### src/rtl/ram_arb_pkg.sv
`default_nettype none
// +----------------------------------------------------------------------------+
// | Module      : ram_arb_pkg                                                  |
// | Description : Shared types and constants for the two-requester RAM access  |
// |               arbiter (FSM states, grant owner, RAM read latency).         |
// | Revision    : 1.0 - initial release                                        |
// +----------------------------------------------------------------------------+
package ram_arb_pkg;

  typedef enum logic [1:0] {IDLE, GRANT_A, GRANT_B} arb_state_t;

  typedef enum logic {OWN_A, OWN_B} arb_owner_t;

  // Cycles between rd_enb and valid data_out on the RAM read port.
  localparam int RAM_RD_LAT = 1;

endpackage
`default_nettype wire

### src/rtl/ram_arb_pick.sv
`default_nettype none
// +----------------------------------------------------------------------------+
// | Module      : ram_arb_pick                                                 |
// | Description : Combinational winner select used when the arbiter is idle.   |
// |               Single request wins outright; contention is resolved by     |
// |               round-robin (RAM_ARB_RR_EN defined) or fixed A priority.     |
// | Revision    : 1.0 - initial release                                        |
// | Macro       : RAM_ARB_RR_EN - enables round-robin on contention            |
// | Ports       : req_a_i, req_b_i  - pending requests                         |
// |               last_grant_i      - owner of most recent grant (RR only)     |
// |               valid_o           - some requester wins this cycle           |
// |               owner_o           - the winning requester                    |
// +----------------------------------------------------------------------------+
module ram_arb_pick
  import ram_arb_pkg::*;
(
  input  logic       req_a_i,
  input  logic       req_b_i,
`ifdef RAM_ARB_RR_EN
  input  arb_owner_t last_grant_i,
`endif
  output logic       valid_o,
  output arb_owner_t owner_o
);

  always_comb begin
    valid_o = req_a_i | req_b_i;
    owner_o = OWN_A;
    if (req_a_i && req_b_i) begin
`ifdef RAM_ARB_RR_EN
      // Whoever was served last yields.
      owner_o = (last_grant_i == OWN_A) ? OWN_B : OWN_A;
`else
      owner_o = OWN_A;
`endif
    end else if (req_b_i) begin
      owner_o = OWN_B;
    end
  end

endmodule
`default_nettype wire

### src/rtl/ram_access_arb.sv
`default_nettype none
// +----------------------------------------------------------------------------+
// | Module      : ram_access_arb                                               |
// | Description : Shares one dual-port RAM (write port + 1-cycle registered    |
// |               read port) between requesters A and B. One command per      |
// |               cycle, registered RAM command outputs, read data returned   |
// |               to the owning requester via a read tag.                      |
// | Revision    : 1.0 - initial release                                        |
// | Macro       : RAM_ARB_RR_EN - round-robin on contended idle decisions;     |
// |               undefined gives fixed priority to A                          |
// | Ports       : req/we/addr/wdata_{a,b}  - requester commands                |
// |               gnt_{a,b}                - one-cycle grant pulses            |
// |               rvalid/rdata_{a,b}       - read return per requester         |
// |               wr_enb/wr_addr/data_in   - RAM write port                    |
// |               rd_enb/rd_addr/data_out  - RAM read port                     |
// +----------------------------------------------------------------------------+
module ram_access_arb
  import ram_arb_pkg::*;
#(
  parameter int DATA_WIDTH = 8,
  parameter int ADDR_WIDTH = 4
) (
  input  logic                  clk,
  input  logic                  rst,
  input  logic                  req_a,
  input  logic                  we_a,
  input  logic [ADDR_WIDTH-1:0] addr_a,
  input  logic [DATA_WIDTH-1:0] wdata_a,
  input  logic                  req_b,
  input  logic                  we_b,
  input  logic [ADDR_WIDTH-1:0] addr_b,
  input  logic [DATA_WIDTH-1:0] wdata_b,
  output logic                  gnt_a,
  output logic                  gnt_b,
  output logic                  rvalid_a,
  output logic                  rvalid_b,
  output logic [DATA_WIDTH-1:0] rdata_a,
  output logic [DATA_WIDTH-1:0] rdata_b,
  output logic                  wr_enb,
  output logic [ADDR_WIDTH-1:0] wr_addr,
  output logic [DATA_WIDTH-1:0] data_in,
  output logic                  rd_enb,
  output logic [ADDR_WIDTH-1:0] rd_addr,
  input  logic [DATA_WIDTH-1:0] data_out
);

  localparam int TAG_LAST = RAM_RD_LAT - 1;

  arb_state_t            state_q;
  logic                  gnt_a_q, gnt_b_q;
  logic                  wr_enb_q, rd_enb_q;
  logic [ADDR_WIDTH-1:0] wr_addr_q, rd_addr_q;
  logic [DATA_WIDTH-1:0] data_in_q;
  // Read tag pipeline: valid + owner, one stage per cycle of RAM read latency.
  logic [RAM_RD_LAT-1:0] tag_vld_q;
  arb_owner_t            tag_own_q [RAM_RD_LAT];

  logic                  pick_valid;
  arb_owner_t            pick_owner;

  logic                  grant_d;
  arb_owner_t            owner_d;
  logic                  cmd_we_d;
  logic [ADDR_WIDTH-1:0] cmd_addr_d;
  logic [DATA_WIDTH-1:0] cmd_wdata_d;

`ifdef RAM_ARB_RR_EN
  arb_owner_t            last_grant_q;
`endif

  ram_arb_pick u_pick (
    .req_a_i      (req_a),
    .req_b_i      (req_b),
`ifdef RAM_ARB_RR_EN
    .last_grant_i (last_grant_q),
`endif
    .valid_o      (pick_valid),
    .owner_o      (pick_owner)
  );

  // Next grant. From a GRANT state the current owner's req is ignored (it is
  // still the accepted transaction), so the slot goes to the other side.
  always_comb begin
    grant_d = 1'b0;
    owner_d = OWN_A;
    case (state_q)
      IDLE: begin
        grant_d = pick_valid;
        owner_d = pick_owner;
      end
      GRANT_A: begin
        grant_d = req_b;
        owner_d = OWN_B;
      end
      GRANT_B: begin
        grant_d = req_a;
        owner_d = OWN_A;
      end
      default: begin
        grant_d = 1'b0;
        owner_d = OWN_A;
      end
    endcase
  end

  always_comb begin
    cmd_we_d    = (owner_d == OWN_A) ? we_a    : we_b;
    cmd_addr_d  = (owner_d == OWN_A) ? addr_a  : addr_b;
    cmd_wdata_d = (owner_d == OWN_A) ? wdata_a : wdata_b;
  end

  always_ff @(posedge clk) begin
    if (rst) begin
      state_q   <= IDLE;
      gnt_a_q   <= 1'b0;
      gnt_b_q   <= 1'b0;
      wr_enb_q  <= 1'b0;
      rd_enb_q  <= 1'b0;
      wr_addr_q <= '0;
      rd_addr_q <= '0;
      data_in_q <= '0;
      tag_vld_q <= '0;
      for (int i = 0; i < RAM_RD_LAT; i++) tag_own_q[i] <= OWN_A;
`ifdef RAM_ARB_RR_EN
      last_grant_q <= OWN_B;
`endif
    end else begin
      // Tag the read issuing this cycle with its owner (current GRANT state).
      tag_vld_q[0] <= rd_enb_q;
      tag_own_q[0] <= (state_q == GRANT_B) ? OWN_B : OWN_A;
      for (int i = 1; i < RAM_RD_LAT; i++) begin
        tag_vld_q[i] <= tag_vld_q[i-1];
        tag_own_q[i] <= tag_own_q[i-1];
      end

      gnt_a_q  <= grant_d && (owner_d == OWN_A);
      gnt_b_q  <= grant_d && (owner_d == OWN_B);
      wr_enb_q <= grant_d && cmd_we_d;
      rd_enb_q <= grant_d && !cmd_we_d;

      if (grant_d) begin
        state_q <= (owner_d == OWN_A) ? GRANT_A : GRANT_B;
        // Address/data registers only move when their port is used.
        if (cmd_we_d) begin
          wr_addr_q <= cmd_addr_d;
          data_in_q <= cmd_wdata_d;
        end else begin
          rd_addr_q <= cmd_addr_d;
        end
`ifdef RAM_ARB_RR_EN
        last_grant_q <= owner_d;
`endif
      end else begin
        state_q <= IDLE;
      end
    end
  end

  assign gnt_a    = gnt_a_q;
  assign gnt_b    = gnt_b_q;
  assign wr_enb   = wr_enb_q;
  assign wr_addr  = wr_addr_q;
  assign data_in  = data_in_q;
  assign rd_enb   = rd_enb_q;
  assign rd_addr  = rd_addr_q;
  assign rvalid_a = tag_vld_q[TAG_LAST] && (tag_own_q[TAG_LAST] == OWN_A);
  assign rvalid_b = tag_vld_q[TAG_LAST] && (tag_own_q[TAG_LAST] == OWN_B);
  assign rdata_a  = data_out;
  assign rdata_b  = data_out;

endmodule
`default_nettype wire
### config.mk
export PLATFORM = sky130hd
export DESIGN_NAME = ram_access_arb
export DESIGN_NICKNAME = d
export VERILOG_FILES = /design/src/rtl/ram_arb_pkg.sv /design/src/rtl/ram_arb_pick.sv /design/src/rtl/ram_access_arb.sv
export SDC_FILE = /design/constraint.sdc
export NUM_CORES = 1
export LEC_CHECK = 0
export ABC_AREA = 1
export CAP_MARGIN = 10
export CORE_MARGIN = 10
export CORE_UTILIZATION = 38
export CTS_CLUSTER_SIZE = 20
export DETAILED_ROUTE_END_ITERATION = 8
export PLACE_DENSITY = 0.87
export SETUP_SLACK_MARGIN = 0.15
export SYNTH_ARGS = -nofsm -noshare
export SYNTH_HDL_FRONTEND = slang
export SYNTH_HIERARCHICAL = 1
export SYNTH_SLANG_ARGS = --single-unit
### constraint.sdc
create_clock -name clk -period 1.4 [get_ports clk]
set_input_delay 0.14 -clock clk [delete_from_list [all_inputs] [get_ports clk]]
set_output_delay 0.14 -clock clk [all_outputs]
set_load 0.05 [all_outputs]
=== Word-level counts from Yosys, hierarchy flattened ===
Memories as Yosys holds them, arrays and structs flattened.
Index checks and enable logic that the tools add are counted.

* Memories: 1
* Word-level logic and storage cells: 44
* Flip-flop bits (word level): 23
* Bits in writable memories: 1
* Bits of input ports: 38
* Output and inout port bits: 38

* Muxes and demuxes: 14
* Reduce and logical (&&, ||, !) cells: 13
* Bitwise gates (word level): 5
* Equality and inequality tests: 2

{| class="wikitable"
|+ Memories
! memory !! words !! bits a word !! rd ports !! clocked after memory_dff !! write ports !! line !! text
|-
| tag_own_q || 1 || 1 || 1 || 0 || 1 || ram_access_arb.sv:56 || <nowiki>arb_owner_t tag_own_q [RAM_RD_LAT];</nowiki>
|}

{| class="wikitable"
|+ Operator list
! operator !! number
|-
| 1-bit two-way mux || 9
|-
| 8-bit two-way mux || 1
|-
| 1-bit logical AND || 7
|-
| 4-bit two-way mux || 1
|-
| 1-bit NOT || 4
|-
| 2-bit AND reduction || 2
|-
| 1-bit one-hot mux with 3 select lines || 1
|-
| 2-bit by 1-bit == test with 1-bit output (second input constant) || 1
|-
| 2-bit == test (second input constant) || 1
|-
| 2-bit zero test || 1
|-
| 2-bit two-way mux || 1
|-
| 1-bit one-hot mux with 2 select lines || 1
|-
| 2-bit OR reduction || 1
|-
| 1-bit zero test || 1
|-
| 1-bit bitwise OR || 1
|-
| 1-bit OR reduction || 1
|}

=== Logic depth before layout (Yosys ltp) ===
* Depth in word-level cells: 6
* Depth in mapped cells: 11
* Mapped depth without buffers: 10

=== Hierarchy ===
Netlist, hierarchy kept.

{| class="wikitable"
|+ By module, submodules not included
! module !! cells an instance !! seq. area each (um^2) !! instances !! area each (um^2)
|-
| ram_access_arb || 193 || 480.5 || 1 || 1,290.0
|-
| ram_arb_pick || 4 || 0.0 || 1 || 15.0
|}

=== Worst setup path before layout ===
Ideal clock, no wire load.

* Path kind: register to register
* From: register state_q[0]
* To: register data_in_q[3] (netlist: data_in[3])
* Stages on the path, launching flop included: 8
* Period minus slack after synthesis: 1.243 ns
* Path slack: 0.157 ns
* Buffers on the path: 1
* Arrival time: 1.129 ns
* Library setup time: 0.114 ns
* Data required time: 1.286 ns
* Cells stage by stage: dfxtp_1 -> o21ai_4 -> nand2_2 -> nand2_4 -> nand2_4 -> buf_6 -> nor2_1 -> nor2_2

* Cells in the longest elaborated chain, start to end: 4
* Elaborated cells between the ends (all ways): 8
* Those cells by class: eq/ne (2); mux (4); reduce/logical (2)

{| class="wikitable"
|+ Ends and longest elaborated chain
! element !! line !! text
|-
| start: declaration || ram_access_arb.sv:49 || <nowiki>arb_state_t state_q;</nowiki>
|-
| start signal: assignment || ram_access_arb.sv:142 || <nowiki>state_q <= (owner_d == OWN_A) ? GRANT_A : GRANT_B;</nowiki>
|-
| 2-bit by 1-bit == test with 1-bit output or 2-bit zero test (tied branches) || ram_access_arb.sv:86 || <nowiki>case (state_q)</nowiki>
|-
| 1-bit one-hot mux with 2 select lines || ram_access_arb.sv:86 ||
|-
| 1-bit two-way mux || ram_access_arb.sv:107 || <nowiki>cmd_we_d = (owner_d == OWN_A) ? we_a : we_b;</nowiki>
|-
| 2-bit AND reduction (no line) || n/a ||
|-
| end signal: assignment || ram_access_arb.sv:146 || <nowiki>data_in_q <= cmd_wdata_d;</nowiki>
|-
| end: declaration || ram_access_arb.sv:53 || <nowiki>logic [DATA_WIDTH-1:0] data_in_q;</nowiki>
|}

Several ways; a longest one is shown, not always the timed one.
A chain may end at the register's enable or synchronous reset.

=== Worst setup path after layout ===
* From: register state_q[0]
* To: register wr_addr_q[3] (netlist: wr_addr[3])

* Cells in the longest elaborated chain, start to end: 4
* Elaborated cells between the ends (all ways): 8
* Those cells by class: eq/ne (2); mux (4); reduce/logical (2)

{| class="wikitable"
|+ Ends and longest elaborated chain
! element !! line !! text
|-
| 2-bit by 1-bit == test with 1-bit output or 2-bit zero test (tied branches) || ram_access_arb.sv:86 ||
|-
| 1-bit one-hot mux with 2 select lines || ram_access_arb.sv:86 ||
|-
| 1-bit two-way mux || ram_access_arb.sv:107 ||
|-
| 2-bit AND reduction (no line) || n/a ||
|-
| end signal: assignment || ram_access_arb.sv:145 || <nowiki>wr_addr_q <= cmd_addr_d;</nowiki>
|-
| end: declaration || ram_access_arb.sv:52 || <nowiki>logic [ADDR_WIDTH-1:0] wr_addr_q, rd_addr_q;</nowiki>
|}

Several ways; a longest one is shown, not always the timed one.

==> results.cfg <==
[status]
status = finished clean

[sta]
min_period_ps = 1270
relSlewSlack = 0.858
finalCritPeriodShare = 0.909
finalClockSkew_ps = 8.14
setup_slack_ps = 127
rsz0062_at_grt = yes
hold_violations = 0
worst_pin_slew_ps = 212
max_freq_ghz = 0.786
tns_ps = 0
finalMaxSlewViolations = 0
setup_viol = 0

[grt]
track_usage = 0.110
grt_pass1_wl_um = 5640
grt_start_max_net_pins = 17
grt-ovfl-total = 0
grt_pass1_vias = 1256
antenna_found_initial = 0

[worst_setup_path]
crit_chain = o21ai_4 > nand2_2 > nand2_4 > buf_12 > buf_12 > nand3_2 > nand2_1 > nor2_1
path_class = reg -> reg
critPathLaunchType = register
rr_worst_depth = 8
worst_path_most_repeated_cell = buf_12
crit_slowest_cell = dfxtp_4
required_ps = 1640
r2r_end = wr_addr[3]
r2r_slack_ps = 130
crit_path_start = state_q[0]
critPathCapture = wr_addr[3]
r2r-start = state_q[0]
critPathMaxFanout = 5
crit_arrival_ps = 1510
slowest_delay_ps = 390
endpoint_kind = register

[cts]
clock_path_buffers = 2
tritoncts.num_buffers = 3
clock-sinks = 24
htree_levels = 1
cts_hold_buf = 0
clock_latency_ps = 320
clockRootBuffer = clkbuf_4
cts_tree = built
clk_pin_slew_worst_paths_ps = 140

[drt]
drc = 0
first_iter_violations = 130
vias_per_cell = 4.44
ant_nets = 0
wl_per_cell_um = 12.4
vias = 1314
drtPass1Iterations = 4
routed_wl_um = 3690

[power_and_ir_drop]
seqPwrFrac = 0.317
ir_drop_mv = 0.532
comb_power_share = 0.545
p_int_w = 0.00157
p_leak_nw = 1.03
pwr-share-clk = 0.139
swShare = 0.424
p_switching_w = 0.00116
p_per_area_nw_per_um2 = 1320

[yosys]
synth_common_cells = 59 x nand2_1, 31 x nor2_1, 24 x dfxtp_1
synthFlopType = dfxtp_1
postSynthCellCount = 197
ys_warn_count = 6
synth_top_cell_area_share = 0.368
ys_ff_latch = 24
syn_area_sq_um = 1310
ys_seq_area_frac = 0.368
synth_cell_types = 19
yosys-top-cells-area = dfxtp_1 37%, nand2_1 17%, buf_4 9.8%
synth-edff-count = 0
synth_most_common_cell = nand2_1
avgSynthCellArea_sq_um = 6.62
synthArstFlopShare = 0
synth.net_count = 235
yosysTopAreaCell = dfxtp_1

[job]
cap_viol_max_count = 0

[finish]
stdcell_area_sq_um = 2080
n_antenna_cell = 0
utilization = 0.622
nets = 289
synthToLayoutAreaGrowth_pct = 59.2
drive_above_1_share = 0.316

[die]
core_area_sq_um = 3340
fp.dieArea_sq_um = 6180
pin_count = 76
fp-row-count = 21
start_util = 0.391
die_w_um = 78.6
die_h_um = 78.6

[placed_design]
dpl_cell_area_sq_um = 1810
gp_congestion = 0.838
dp_hpwl_um = 2560
pre_cts_slack_ps = -259
port_buffers = 51

[min_path]
min_path_type = in -> out
[worst min path at each step]
stage,endpoint,start,depth (start not counted)
floorplan,tag_vld_q,rst,1
global placement,rdata_a[2],data_out[2],0
detailed placement,rdata_a[2],data_out[2],0
CTS,rdata_a[2],data_out[2],0
global route,rdata_b[7],data_out[7],0
finish,rdata_a[7],data_out[7],0
[cell families after synthesis]
group                  after synthesis  synth area share
flip-flops                          24             0.368
AO/OA/AOI/OAI                        9            0.0431
buffers and inverters               47             0.192
AND/OR/NAND/NOR                    117             0.397
[metal layers]
layer	part of all wire	global-route usage	routed length (um)	vias to the layer above
li1	-	-	-	686
met4	0.0057	0.0305	21	0
met3	0.076	0.0490	280	4
met5	0	0	0	-
met1	0.44	0.120	1600	577
met2	0.48	0.190	1780	47
[what timing repair did]
| item | 4_1_cts | 5_1_grt |
|---|---|---|
| buffers inserted | 3 | 3 |
| pin swaps | 4 | 10 |
| endpoints found under the setup margin | 16 | 17 |
| gates resized for setup | 11 | 20 |
| gates cloned | 2 | 1 |
[power by group through the flow]
stage	combinational, W	clock, W	sequential, W
floorplan	0.000571	0	0.00121
global placement	0.00121	0	0.000872
detailed placement	0.00122	0	0.000876
CTS	0.00134	0.000382	0.000865
global route	0.00159	0.000426	0.000881
finish	0.00149	0.000379	0.000866
[per-stage QoR]
step / power (W) / hold slack (ps) / cells
after global placement: 0.00208 / 281 / 283
after CTS: 0.00259 / 281 / 292
after detailed placement: 0.00210 / 281 / 283
final: 0.00273 / 280 / 296
after global routing: 0.00290 / 280 / 296
after floorplan: 0.00178 / 212 / 197
[final cells by class]
class	instances	area, sq um
multi-input combinational	128	677
sequential	24	485
tap	46	57.6
fill	291	1260
clock buffer	4	36.3
timing repair buffer	67	714
inverter	27	106
[state kept, by name (all words and copies together) (netlist names), 2 cells and up]
signal,count
wr_addr,4
rd_addr,4
state_q,2
data_in,8
[critical path: cells and delay by family, from the launching register on]
| kind | cells | cell delay [ps] |
|---|---|---|
| AOI/OAI and AO/OA | 1 | 220 |
| and+or+nand+nor | 5 | 330 |
| DFF | 1 | 390 |
| buffers and inverters | 2 | 250 |
[placed cells by master (no fill, tap or decap)]
cell              n
nand2_1          52
clkdlybuf4s50_1  27
buf_4            27
nor2_1           24
inv_1            22
dfxtp_1          22
nand3_1          11
nand2_2          10
nor2_2            9
buf_12            9
a21oi_1           8
nand3_2           4
inv_2             3
nand2_4           3
clkbuf_4          3
nand3_4           2
nand2_8           2
dlygate4sd2_1     2
clkinv_4          1
o21ai_4           1
clkinv_1          1
nand3b_1          1
nor3_1            1
clkbuf_8          1
bufbuf_16         1
buf_6             1
dfxtp_4           1
dfxtp_2           1
Power figures use the tool's default switching activity.
